[src/rtl/avst_combiner_pkg.sv]
// Shared types and helpers for the Avalon-ST stream combiner.
//   mode_e  : combine mode (round-robin merge, sum join, max join, reserved).
//   rr_next : round-robin grant search over a non-empty mask.
package avst_combiner_pkg;

  localparam int MAX_CH = 8;

  typedef enum logic [1:0] {
    MODE_RR   = 2'd0,
    MODE_SUM  = 2'd1,
    MODE_MAX  = 2'd2,
    MODE_RSVD = 2'd3
  } mode_e;

  // First set bit of nonempty_mask searching upward from ptr+1 with wrap at
  // n_ch. The loop walks from the farthest candidate to the nearest so the
  // nearest non-empty channel is the one left in grant. Returns ptr when the
  // mask is empty (callers only use the grant when something is non-empty).
  function automatic logic [2:0] rr_next(input logic [2:0] ptr,
                                         input logic [MAX_CH-1:0] nonempty_mask,
                                         input int n_ch);
    logic [2:0] grant;
    int         idx;
    grant = ptr;
    for (int k = MAX_CH; k >= 1; k--) begin
      if (k <= n_ch) begin
        idx = (int'(ptr) + k) % n_ch;
        if (nonempty_mask[idx[2:0]]) grant = idx[2:0];
      end
    end
    return grant;
  endfunction

endpackage

[src/rtl/avst_stream_combiner_if.sv]
// Avalon-ST bundle for the stream combiner: N_CH input channels in, one
// stream out, plus the runtime mode select.
//   slave  : the combiner's view (consumes inputs, drives the output stream).
//   master : the environment's view (drives inputs, consumes the output).
interface avst_stream_combiner_if #(
  parameter int DATA_W = 32,
  parameter int N_CH   = 2
);
  localparam int CH_W = $clog2(N_CH);

  logic [1:0]             mode;
  logic [N_CH*DATA_W-1:0] in_data;
  logic [N_CH-1:0]        in_valid;
  logic [N_CH-1:0]        in_ready;
  logic [DATA_W-1:0]      out_data;
  logic                   out_valid;
  logic                   out_ready;
  logic [CH_W-1:0]        out_ch;
  logic                   out_ovf;

  modport slave (
    input  mode, in_data, in_valid, out_ready,
    output in_ready, out_data, out_valid, out_ch, out_ovf
  );

  modport master (
    output mode, in_data, in_valid, out_ready,
    input  in_ready, out_data, out_valid, out_ch, out_ovf
  );
endinterface

[src/rtl/avst_fifo.sv]
// Synchronous FIFO with asynchronous active-low reset.
//   push/wdata : write one entry (ignored when full).
//   pop        : drop the head entry (ignored when empty).
//   rdata      : current head, read combinationally from storage.
//   full/empty : derived from the registered occupancy count.
module avst_fifo #(
  parameter int DATA_W = 32,
  parameter int DEPTH  = 4
) (
  input  logic              clk,
  input  logic              rst_n,
  input  logic              push,
  input  logic              pop,
  input  logic [DATA_W-1:0] wdata,
  output logic [DATA_W-1:0] rdata,
  output logic              full,
  output logic              empty
);
  localparam int PTR_W = $clog2(DEPTH);

  logic [DATA_W-1:0] mem [DEPTH];
  logic [PTR_W-1:0]  wr_ptr;
  logic [PTR_W-1:0]  rd_ptr;
  logic [PTR_W:0]    count;
  logic              do_push;
  logic              do_pop;

  assign full    = (count == (PTR_W+1)'(DEPTH));
  assign empty   = (count == '0);
  assign do_push = push && !full;
  assign do_pop  = pop && !empty;
  assign rdata   = mem[rd_ptr];

  // Pointers are exactly log2(DEPTH) wide so they wrap without compare logic.
  always_ff @(posedge clk or negedge rst_n) begin
    if (!rst_n) begin
      wr_ptr <= '0;
      rd_ptr <= '0;
      count  <= '0;
    end else begin
      if (do_push) wr_ptr <= wr_ptr + 1'b1;
      if (do_pop)  rd_ptr <= rd_ptr + 1'b1;
      case ({do_push, do_pop})
        2'b10:   count <= count + 1'b1;
        2'b01:   count <= count - 1'b1;
        default: count <= count;
      endcase
    end
  end

  // Storage carries no reset; stale contents are unreachable once count is 0.
  always_ff @(posedge clk) begin
    if (do_push) mem[wr_ptr] <= wdata;
  end

endmodule

[src/rtl/avst_stream_combiner.sv]
// N-channel Avalon-ST combiner. Each input channel is buffered in its own
// FIFO; a combine stage selects or merges the FIFO heads according to mode
// and a registered output stage presents the result downstream.
//   clk, rst_n : clock and asynchronous active-low reset.
//   bus.mode   : 0 RR merge, 1 sum join, 2 max join, 3 behaves as 0.
//   bus.in_*   : per-channel data/valid/ready, channel i at [i*DATA_W +: DATA_W].
//   bus.out_*  : output beat, valid/ready, source channel (RR) and sum overflow.
module avst_stream_combiner
  import avst_combiner_pkg::*;
#(
  parameter int DATA_W     = 32,
  parameter int N_CH       = 2,
  parameter int FIFO_DEPTH = 4
) (
  input  logic                  clk,
  input  logic                  rst_n,
  avst_stream_combiner_if.slave bus
);
  localparam int CH_W  = $clog2(N_CH);
  localparam int SUM_W = DATA_W + CH_W;

  // Full-precision sum of all heads; the bits above DATA_W flag overflow.
  function automatic logic [SUM_W-1:0] sum_heads(input logic [N_CH*DATA_W-1:0] heads);
    logic [SUM_W-1:0] acc;
    acc = '0;
    for (int i = 0; i < N_CH; i++) acc = acc + SUM_W'(heads[i*DATA_W +: DATA_W]);
    return acc;
  endfunction

  function automatic logic [DATA_W-1:0] max_heads(input logic [N_CH*DATA_W-1:0] heads);
    logic [DATA_W-1:0] m;
    m = '0;
    for (int i = 0; i < N_CH; i++) begin
      if (heads[i*DATA_W +: DATA_W] > m) m = heads[i*DATA_W +: DATA_W];
    end
    return m;
  endfunction

  logic [N_CH-1:0]        full;
  logic [N_CH-1:0]        empty;
  logic [N_CH-1:0]        in_ready_w;
  logic [N_CH-1:0]        push;
  logic                   ready_en;

  logic [N_CH*DATA_W-1:0] heads_p0;
  logic [N_CH-1:0]        nonempty_p0;
  logic [N_CH-1:0]        pop_p0;
  mode_e                  mode_p0;
  logic [CH_W-1:0]        grant_p0;
  logic [SUM_W-1:0]       sum_p0;
  logic                   fire_p0;
  logic                   load_p0;
  logic [DATA_W-1:0]      data_p0;
  logic [CH_W-1:0]        ch_p0;
  logic                   ovf_p0;

  logic                   vld_p1;
  logic [DATA_W-1:0]      data_p1;
  logic [CH_W-1:0]        ch_p1;
  logic                   ovf_p1;
  logic [CH_W-1:0]        rr_ptr;

  // ready_en holds in_ready low through reset and opens it on the first edge
  // after release; ready never looks at out_ready.
  assign in_ready_w   = {N_CH{ready_en}} & ~full;
  assign push         = bus.in_valid & in_ready_w;
  assign bus.in_ready = in_ready_w;

  // ---- stage p0: per-channel input buffering ----
  for (genvar i = 0; i < N_CH; i++) begin : g_fifo
    avst_fifo #(
      .DATA_W (DATA_W),
      .DEPTH  (FIFO_DEPTH)
    ) u_fifo (
      .clk   (clk),
      .rst_n (rst_n),
      .push  (push[i]),
      .pop   (pop_p0[i]),
      .wdata (bus.in_data[i*DATA_W +: DATA_W]),
      .rdata (heads_p0[i*DATA_W +: DATA_W]),
      .full  (full[i]),
      .empty (empty[i])
    );
  end

  assign nonempty_p0 = ~empty;
  assign grant_p0    = CH_W'(rr_next(3'(rr_ptr), MAX_CH'(nonempty_p0), N_CH));

  // ---- stage p0: combine and load decision ----
  always_comb begin
    mode_p0 = mode_e'(bus.mode);
    if (mode_p0 == MODE_RSVD) mode_p0 = MODE_RR;

    sum_p0  = sum_heads(heads_p0);
    fire_p0 = 1'b0;
    data_p0 = '0;
    ch_p0   = '0;
    ovf_p0  = 1'b0;
    case (mode_p0)
      MODE_SUM: begin
        fire_p0 = &nonempty_p0;
        data_p0 = sum_p0[DATA_W-1:0];
        ovf_p0  = |sum_p0[SUM_W-1:DATA_W];
      end
      MODE_MAX: begin
        fire_p0 = &nonempty_p0;
        data_p0 = max_heads(heads_p0);
      end
      default: begin
        fire_p0 = |nonempty_p0;
        data_p0 = heads_p0[int'(grant_p0)*DATA_W +: DATA_W];
        ch_p0   = grant_p0;
      end
    endcase

    load_p0 = (!vld_p1 || bus.out_ready) && fire_p0;
    pop_p0  = '0;
    if (load_p0) pop_p0 = (mode_p0 == MODE_RR) ? (N_CH'(1) << grant_p0) : {N_CH{1'b1}};
  end

  // ---- stage p1: output register ----
  always_ff @(posedge clk or negedge rst_n) begin
    if (!rst_n) begin
      ready_en <= 1'b0;
      rr_ptr   <= CH_W'(N_CH - 1);
      vld_p1   <= 1'b0;
      data_p1  <= '0;
      ch_p1    <= '0;
      ovf_p1   <= 1'b0;
    end else begin
      ready_en <= 1'b1;
      if (load_p0) begin
        vld_p1  <= 1'b1;
        data_p1 <= data_p0;
        ch_p1   <= ch_p0;
        ovf_p1  <= ovf_p0;
        // Only RR loads advance fairness; join loads consume every channel.
        if (mode_p0 == MODE_RR) rr_ptr <= grant_p0;
      end else if (bus.out_ready) begin
        vld_p1 <= 1'b0;
      end
    end
  end

  assign bus.out_valid = vld_p1;
  assign bus.out_data  = data_p1;
  assign bus.out_ch    = ch_p1;
  assign bus.out_ovf   = ovf_p1;

endmodule
[src/flat_wrapper.sv]
// flat-port wrapper written by rule: the top's interface ports become plain ports
module avst_stream_combiner_flat import avst_combiner_pkg::*;
#(
  parameter int DATA_W     = 32,
  parameter int N_CH       = 2,
  parameter int FIFO_DEPTH = 4
)
  (clk, rst_n, bus_mode, bus_in_data, bus_in_valid, bus_out_ready, bus_in_ready, bus_out_data, bus_out_valid, bus_out_ch, bus_out_ovf);
  avst_stream_combiner_if #(.DATA_W(DATA_W), .N_CH(N_CH)) bus_i ();
  input  logic clk;
  input  logic rst_n;
  input wire logic [$bits(bus_i.mode)-1:0] bus_mode;
  input wire logic [$bits(bus_i.in_data)-1:0] bus_in_data;
  input wire logic [$bits(bus_i.in_valid)-1:0] bus_in_valid;
  input wire logic [$bits(bus_i.out_ready)-1:0] bus_out_ready;
  output wire logic [$bits(bus_i.in_ready)-1:0] bus_in_ready;
  output wire logic [$bits(bus_i.out_data)-1:0] bus_out_data;
  output wire logic [$bits(bus_i.out_valid)-1:0] bus_out_valid;
  output wire logic [$bits(bus_i.out_ch)-1:0] bus_out_ch;
  output wire logic [$bits(bus_i.out_ovf)-1:0] bus_out_ovf;
  assign bus_i.mode = bus_mode;
  assign bus_i.in_data = bus_in_data;
  assign bus_i.in_valid = bus_in_valid;
  assign bus_i.out_ready = bus_out_ready;
  assign bus_in_ready = bus_i.in_ready;
  assign bus_out_data = bus_i.out_data;
  assign bus_out_valid = bus_i.out_valid;
  assign bus_out_ch = bus_i.out_ch;
  assign bus_out_ovf = bus_i.out_ovf;
  avst_stream_combiner #(.DATA_W(DATA_W), .N_CH(N_CH), .FIFO_DEPTH(FIFO_DEPTH)) u_core (.clk(clk), .rst_n(rst_n), .bus(bus_i));
endmodule
[config.mk]
export PLATFORM = sky130hd
export DESIGN_NAME = avst_stream_combiner_flat
export DESIGN_NICKNAME = d
export VERILOG_FILES = /design/src/rtl/avst_combiner_pkg.sv /design/src/rtl/avst_stream_combiner_if.sv /design/src/rtl/avst_fifo.sv /design/src/rtl/avst_stream_combiner.sv /design/src/flat_wrapper.sv
export SDC_FILE = /design/constraint.sdc
export NUM_CORES = 1
export LEC_CHECK = 0
export CORE_MARGIN = 8
export CORE_UTILIZATION = 69
export DETAILED_ROUTE_END_ITERATION = 12
export DONT_BUFFER_PORTS = 1
export HOLD_SLACK_MARGIN = 0.15
export PLACE_DENSITY = 0.85
export SLEW_MARGIN = 0
export SYNTH_ARGS = -nofsm -noshare
export SYNTH_HDL_FRONTEND = slang
export SYNTH_HIERARCHICAL = 1
export SYNTH_SLANG_ARGS = --single-unit
export TNS_END_PERCENT = 20
[constraint.sdc]
create_clock -name clk -period 9.45 [get_ports clk]
set_input_delay 2.3625 -clock clk [delete_from_list [all_inputs] [get_ports clk]]
set_output_delay 2.3625 -clock clk [all_outputs]
set_load 0.02 [all_outputs]
==> impl_metrics.yaml <==
clocking:
  clk_path_buf_depth: 3
  cts_setup_buffers: 0
  cts-root-buf: "clkbuf_16"
  cts_made_buffers: 30
  htreeDepth: 1
  holdBufCountCts: 0
  clk_latency_ns: 0.55
  clk_pin_slew_ns: 0.06
  cts_tree: "done"
  ctsResizeCount: 0
  cts_sinks: 307
route:
  viasPerCell: 6.986
  ant_nets: 0
  vias: 9250
  initialDrtViolationCount: 1124
  wl_per_cell_um: 26.63
  wl_mm: 35.26
  drc: 0
  drt-pass1-iter-count: 8
setup_path:
  rr_worst_depth: 11
  reg2reg_to: "u_core/bus.out_data[31]"
  crit_chain: "buf_4 > mux4_2 > ha_1 > nand4_1 > nor4_1 > nor2_1 > o31ai_1 > and2_1 > mux2_2 > a21oi_1 > o2bb2ai_1"
  critPathKind: "register to register"
  critPathMaxFanout: 24
  path_buf_inv: 1
  path_delay_family: "simple AND/OR/NAND/NOR gates"
  crit_slowest_cell: "and2_1"
  cp-startpoint: "u_core/g_fifo[1].u_fifo/rd_ptr[0]"
  cp.arrival_ns: 5.46
  critPathMaxStageDelay_ns: 0.95
  start_kind: "register"
  cp_data_required_time_ns: 9.87
  path_depth: 11
  crit_path_end_kind: "register"
  crit-reg2reg-launch: "u_core/g_fifo[1].u_fifo/rd_ptr[0]"
  r2r_slack_ns: 4.41
logic_synthesis:
  synth-seq-cells: 307
  syn_area_mm2: 0.01503
  synthCells: 1015
  synth.area.top_cells: "edfxtp_1, mux4_2, dfrtp_1"
  synth_warnings: 6
  postSynthAreaPerCell_um2: 14.81
  synth_edf_count: 256
  synth_fp_nets: 1165
  ys_seq_area_share_pct: 59.64
  synth.largest_area_cell: "edfxtp_1"
  synth_async_sr_flop_share_pct: 16.61
  ys.flop_type: "edfxtp_1"
  synth_top_area_share_pct: 51.14
  synth_cell_type_count: 73
floorplan:
  die_area_mm2: 0.02676
  io_pins: 108
  initial_core_util_pct: 69.52
  core-area_mm2: 0.02162
  chipWidth_um: 163.6
  die_h_um: 163.6
  row_count: 54
worst_hold_path:
  hp-start: "u_core/g_fifo[0].u_fifo/count[2]"
  hold-path-endpoint: "u_core/g_fifo[0].u_fifo/count[2]"
  hold_depth: 1
  hp-class: "register to register"
global_route:
  grt_max_degree: 52
  antenna_found_initial: 0
  grtUsageTotal_pct: 26.29
  grt-ovfl-total: 0
  grt_pass1_vias: 9268
  grt_pass1_wl_mm: 53.44
timing:
  tns_ns: 0
  rsz0062_at_grt: "no"
  max_freq_ghz: 0.1986
  slew_viol_final: 0
  final-setup-viol-count: 0
  hold_viol: 0
  tightest_slew_ns: 1.120
  finalClockSkew_ns: 0.01485
  relSlewSlack_pct: 25.35
  fin_crit_ns: 5.036
  min_period_over_period_pct: 53.29
power:
  ir_drop_v: 0.0002821
  finalPower_mw: 6.499
  total_leakage_power_nw: 5.924
  p_per_area_mw_per_mm2: 399.2
job:
  max-cap-violations: 0
final_layout:
  layout_common_cells: "edfxtp_1, ha_1, a21oi_1, mux4_2, inv_1"
  diodes: 0
  area_growth_pct: 8.308
  postLayoutCoreUtil_pct: 75.30
  final_common_cell: "edfxtp_1"
  drive_gt1_share_pct: 14.94
  fin_cells: 1324
  nets: 1170
place:
  io_buffers: 0
  place.gp.congestion: 0.9641
  dpl.cell_count: 1268
  hpwl_mm: 23.52
run_status:
  status: "complete, no violations"
## power by group
part	switching, mW	internal (mW)	leakage (nW)
clock network	0.501	0.788	0.523
logic	1.93	1.33	2.47
registers	0.242	1.71	2.93
## routing by layer
layer  part of all wire, %  up-vias  global-route usage [%]
met5                     0        -                       0
met3                    10      135                   7.258
met1                    36     4542                   32.16
met2                    49      537                   42.66
met4                   5.3        0                   13.14
li1                      -     4036                       -
## sequential cells by signal, summed over array words and instances, names as in the netlist
| register | cells |
|---|---|
| u_core/ready_en | 1 |
| u_core/rr_ptr | 1 |
| u_core/bus.out_ovf | 1 |
| u_core/bus.out_ch | 1 |
| u_core/g_fifo.u_fifo/wr_ptr | 4 |
| u_core/bus.out_valid | 1 |
| u_core/g_fifo.u_fifo/rd_ptr | 4 |
| u_core/g_fifo.u_fifo/mem | 256 |
| u_core/g_fifo.u_fifo/count | 6 |
| u_core/bus.out_data | 32 |
## stage by stage
| stage | setup slack [ns] | hold slack (ns) | area, um^2 |
|---|---|---|---|
| 2_1_floorplan | 4.473 | 0.4756 | 15030 |
| 3_3_place_gp | 4.240 | 0.5029 | 15190 |
| 3_5_place_dp | 4.082 | 0.5112 | 15190 |
| 4_1_cts | 4.483 | 0.5179 | 16280 |
| 5_1_grt | 4.212 | 0.5526 | 16280 |
| 6_report | 4.414 | 0.5091 | 16280 |
## worst max path at each step
stage / end / slack, ns
after floorplan: u_core/g_fifo[0].u_fifo/count[2] / 4.47
after global placement: u_core/g_fifo[0].u_fifo/count[2] / 4.24
after detailed placement: u_core/g_fifo[0].u_fifo/count[2] / 4.08
after CTS: u_core/bus.out_data[31] / 4.48
after global routing: u_core/bus.out_data[31] / 4.21
final: u_core/bus.out_data[31] / 4.41
## cell families after synthesis
logic type | count (synthesis) | share of synthesized area (%)
AOI/OAI and AO/OA | 220 | 10.21
xor gates and xnor gates | 30 | 1.748
adders and majority gates | 79 | 6.726
buffers and inverters | 96 | 3.446
DFF | 307 | 59.64
muxes | 94 | 11.89
other | 1 | 0.02495
and+or+nand+nor | 188 | 6.318
## final cells by class
| type | instances | area [um^2] |
|---|---|---|
| sequential | 307 | 8967 |
| fill | 1272 | 5341 |
| timing repair buffer | 17 | 127.6 |
| clock buffer | 38 | 832.0 |
| clock inverter | 18 | 256.5 |
| multi-input combinational | 612 | 5550 |
| inverter | 52 | 195.2 |
| tap | 280 | 350.3 |
## cell usage after synthesis (12+ instances only)
master / count
and2_1: 15
a221oi_1: 12
mux2_2: 12
xnor2_1: 16
a21oi_1: 56
a22oi_1: 19
nand2_1: 45
nor2_1: 51
inv_1: 52
mux4_2: 56
a21o_1: 12
edfxtp_1: 256
ha_1: 76
nand4_1: 14
o21ai_0: 32
dfrtp_1: 50
clkbuf_1: 23
nor3_1: 12
mux2i_1: 18
xor2_1: 14
(Power assumes the default switching activity.)
